File: src/rtl/ram_sp_async_read.sv
// rtl/ram_sp_async_read.sv - single-port RAM, synchronous write, combinational read
module ram_sp_async_read #(
    parameter int DATA_WIDTH = 8,
    parameter int ADDR_WIDTH = 4,
    parameter int DEPTH      = 16
) (
    input  logic                  clk,
    input  logic                  rst_n,
    input  logic [DATA_WIDTH-1:0] data_in,
    input  logic [ADDR_WIDTH-1:0] address,
    input  logic                  write_en,
    output logic [DATA_WIDTH-1:0] data_out
);

    // Every address value must map to a real word, so the array is exactly 2**ADDR_WIDTH deep.
    if (DEPTH != 2 ** ADDR_WIDTH) begin : g_depth_check
        $error("ram_sp_async_read: DEPTH must equal 2**ADDR_WIDTH");
    end

    logic [DATA_WIDTH-1:0] mem_q [DEPTH];
    logic [DATA_WIDTH-1:0] mem_d [DEPTH];

    always_comb begin
        mem_d = mem_q;
        if (write_en) begin
            mem_d[address] = data_in;
        end
    end

    always_ff @(posedge clk or negedge rst_n) begin
        if (!rst_n) begin
            for (int i = 0; i < DEPTH; i++) begin
                mem_q[i] <= '0;
            end
        end else begin
            mem_q <= mem_d;
        end
    end

    // No bypass: a same-address write only shows up after the edge that commits it.
    assign data_out = mem_q[address];

endmodule

File: config.mk
export PLATFORM = sky130hd
export DESIGN_NAME = ram_sp_async_read
export DESIGN_NICKNAME = d
export VERILOG_FILES = /design/src/rtl/ram_sp_async_read.sv
export SDC_FILE = /design/constraint.sdc
export NUM_CORES = 1
export LEC_CHECK = 0
export ABC_AREA = 1
export BUFFER_PORTS_ARGS = -buffer_cell sky130_fd_sc_hd__buf_2
export CAP_MARGIN = 20
export CORE_AREA = 2 2 120 122
export DETAILED_ROUTE_END_ITERATION = 8
export DIE_AREA = 0 0 122 124
export HOLD_SLACK_MARGIN = 0.05
export PLACE_DENSITY_LB_ADDON = 0.08
export SYNTH_ARGS = -nofsm -noshare
export SYNTH_HDL_FRONTEND = slang
export SYNTH_SLANG_ARGS = --single-unit
File: constraint.sdc
create_clock -name clk -period 2.2 [get_ports clk]
set_input_delay 0.22 -clock clk [delete_from_list [all_inputs] [get_ports clk]]
set_output_delay 0.22 -clock clk [all_outputs]
set_load 0.005 [all_outputs]
Word level (Yosys, flattened, before mapping)
Index checks and enable logic that the tools add are counted.

storage, ports and cells
  input port bits = 15
  logic and storage cells = 26
  bits in registers = 128
  output and inout port bits = 8

operators by class
  magnitude comparators = 2
  reductions and logical operators = 1
  bitwise operators = 1
  multiplexer cells = 6

operators with widths
  cell                count
  $bwmux 128          1
  $bmux 8 s4          1
  $demux 8 s4         1
  $mux 8              3
  $ge 5x5->1 const B  1
  $lt 5x1->1 const B  1
  $not 4->5           1
  $logic_and 1x1->1   1

Depth between registers and ports, before layout
  depth after elaboration = 6
  mapped depth = 11
  mapped depth without buffers = 9

Worst setup path after synthesis
OpenSTA, ideal clock, no wires.

  kind = input -> output
  start = input address[1]
  end = output data_out[0]
  setup slack = 0.915 ns
  cell stages on the path = 9
  buffers on the path = 2
  data arrival time = 1.065 ns
  required time = 1.980 ns
  cells stage by stage = buf_2 -> inv_4 -> clkbuf_1 -> nand2_1 -> nand2_1 -> nand2_1 -> nand2_1 -> inv_1 -> nand2_1

between the ends
  longest elaborated chain between the ends = 4

RTL lines
  item                                       line  text
  start, declared                            10    input logic [ADDR_WIDTH-1:0] address,
  $not 4->5 (not written as such)            41    assign data_out = mem_q[address];
  $bmux 8 s4                                 41
  $mux 8 (not written as such) (2 in a row)  41
  end, declared                              12    output logic [DATA_WIDTH-1:0] data_out

No other way between the ends. The select of a mux whose other input is x is not followed.

Worst setup path after layout
  start = input address[0]
  end = output data_out[0]

Same word-level chain as after synthesis.

==> metrics <==
syn avg cell area=7.34 um^2; fmax=0.553 GHz; Sw Ratio=0.291; Clk pwr share=0.372; combinational share of power=0.172; initial antenna violation count=0; DR WL met3=689 um; worst-skew pair later-pin latency=420 ps; Top Registers=mem_q: 128 flops; CORE AREA=0.0137 mm^2; Simple-Gate Fraction of Synth Area=0.315; endpoint type of the worst setup path=primary output; Hold Vio Cnt, Final=0; met1 WL=7960 um; Worst Skew=0 ps; met2 routed WL=7810 um; Max-cap violations=0; Post-DRT Antenna Nets=0; hold buffer count at CTS=1; largest family of logic cells by synthesized area=simple AND/OR/NAND/NOR gates; CTS tree=yes; clock buffer depth=2; Iter 0 DRT Violations=419; Avg WL per Cell=16.1 um; adder-cell share of the synthesized area=0; R2R Setup Slk=1480 ps; Largest register FFs=128; Routed WL=16700 um; critical path type=primary input to primary output; Post-CTS Setup Repair Bufs=0; global placement routability congestion=0.785; Critical Path AT=1590 ps; num rows=43; gr ovfl total=0; # diodes=0; Setup violations, final=0; Slew Viols, Final=0; area share of the largest cell type after synthesis=0.526; Crit Reg-Reg Endpoint=mem_q[106]$_DFFE_PN0P_; Via Count=5230; CTS sink count=128; Min-Delay Path Class=primary input to async pin; Synth Area in XOR/XNOR=0; pwr dens=997 mW/mm^2; area grow syn2layout=13.8%; Netlist cell types=20; Port Buffers=22; gate count of the mapped netlist=830; Synth Area in Compound Gates=0.105; Critical R2R Launch=mem_q[106]$_DFFE_PN0P_; flop and latch count out of synthesis=128; Worst setup SP type=primary input; crit-path max FO=20; Worst Reg2Reg Path Length in Cells=2; DP Area=0.00639 mm^2; Mapped Nets=845; Peak supply drop=0.768 mV; hold_ws=330 ps; Die ar.=0.0151 mm^2; IO Pins=23; Pleak=3.63 nW; mux contribution to synthesized area=0; final net count=858; highest routed layer=met4; Sequential Power Share=0.456; DP HPWL=10500 um; Crit. Startpoint=address[0]; clk root buf=clkbuf_16; status=finished, final reports clean; Psw=0.00201 W; setup TNS=0 ps; most area-consuming cells after synthesis=dfrtp_1, nand2_1, a21oi_1; gr usage total=0.243; RSZ-0062 raised after global routing=false; most common cell after layout, fill and taps aside=nand2_1; share of layout cells above drive strength 1=0.0984; cell area after layout=0.00694 mm^2; clk slew on worst S/H paths=60 ps; relative slew slack=0.443; crit path time final=1810 ps; height of the die=124 um; CTS resizes=0; largest net degree at the start of global routing=39; yosys warns=0; vias per cell=5.06; Yosys top cell by area=dfrtp_1; most frequent cells in the layout=nand2_1, dfrtp_1, nor2_1, o21ai_0, a21oi_1; internal power=0.00490 W; die span in x=122 um; sequential-to-total area share from yosys stat=0.526; Slew @ Worst Pin=835 ps; first-pass GRT wire length=27400 um; Most flops, register=mem_q; CTS H-tree depth=4; Starting Density=0.444; Final Cycle Share=0.821; Critical Path RT=1980 ps; DR pass1 iterations=5; Cell Area, Synth=0.00609 mm^2; Final Util=0.506; total CTS buffers=17; vias in the first global route=5091; residual DRC count=0
## cell type report
cell class	count	area [um^2]
Tap cell	180	225
Clock buffer	24	502
Timing Repair Buffer	41	295
Multi-Input combinational cell	624	2560
Sequential cell	128	3200
Inverter	31	119
Clock inverter	6	32.5
Fill cell	1361	6780
## how the worst max path moves through the flow
stage,slack (ps),endpoint,cells after the start
6_report,390,data_out[0],11
5_1_grt,240,data_out[7],12
4_1_cts,420,data_out[1],11
3_5_place_dp,290,mem_q[48]$_DFFE_PN0P_,5
3_3_place_gp,320,mem_q[47]$_DFFE_PN0P_,6
2_1_floorplan,920,data_out[0],9
## power groups by stage
stage	combinational [W]	sequential (W)	clock, W
3_3_place_gp	0.00117	0.00317	0
6_report	0.00119	0.00315	0.00257
2_1_floorplan	0.000871	0.00310	0
5_1_grt	0.00140	0.00321	0.00273
4_1_cts	0.00120	0.00315	0.00261
3_5_place_dp	0.00120	0.00318	0
## metrics by stage
step	instances	setup WS [ps]	power [W]
2_1_floorplan	830	915	0.00397
3_3_place_gp	1003	319	0.00434
3_5_place_dp	1003	295	0.00438
4_1_cts	1034	416	0.00696
5_1_grt	1034	235	0.00734
6_report	1034	393	0.00692
## kinds of logic after synthesis
family | count (synthesis)
buffers and inverters | 78
AOI/OAI and AO/OA | 128
DFF | 128
and+or+nand+nor | 496
## routing by layer
layer	up-vias	global-route usage
met3	22	0.0527
met5	-	0
met2	112	0.401
li1	2604	-
met1	2492	0.327
met4	0	0.0668
## critical path, stage by stage
cell and delay (ps):
buf_2 300, buf_4 330, nand2_1 90, nand2_1 80, nand2_1 70, nand2_1 80
nand2_1 60, nand2_1 130, inv_1 50, nand2_1 60, buf_2 100
## Yosys cell counts
cell	n
nand2_1	430
dfrtp_1	128
nor2_1	50
a21oi_1	48
o21ai_0	48
o21ai_1	32
buf_2	29
inv_1	26
clkbuf_1	16
nor2_2	6
nand2_2	4
buf_1	2
clkinv_1	2
inv_2	2
nand4_1	2
inv_4	1
nand3_1	1
nand3_2	1
nor3_2	1
nor3_4	1
No activity file was read; power rests on OpenSTA's default activity.
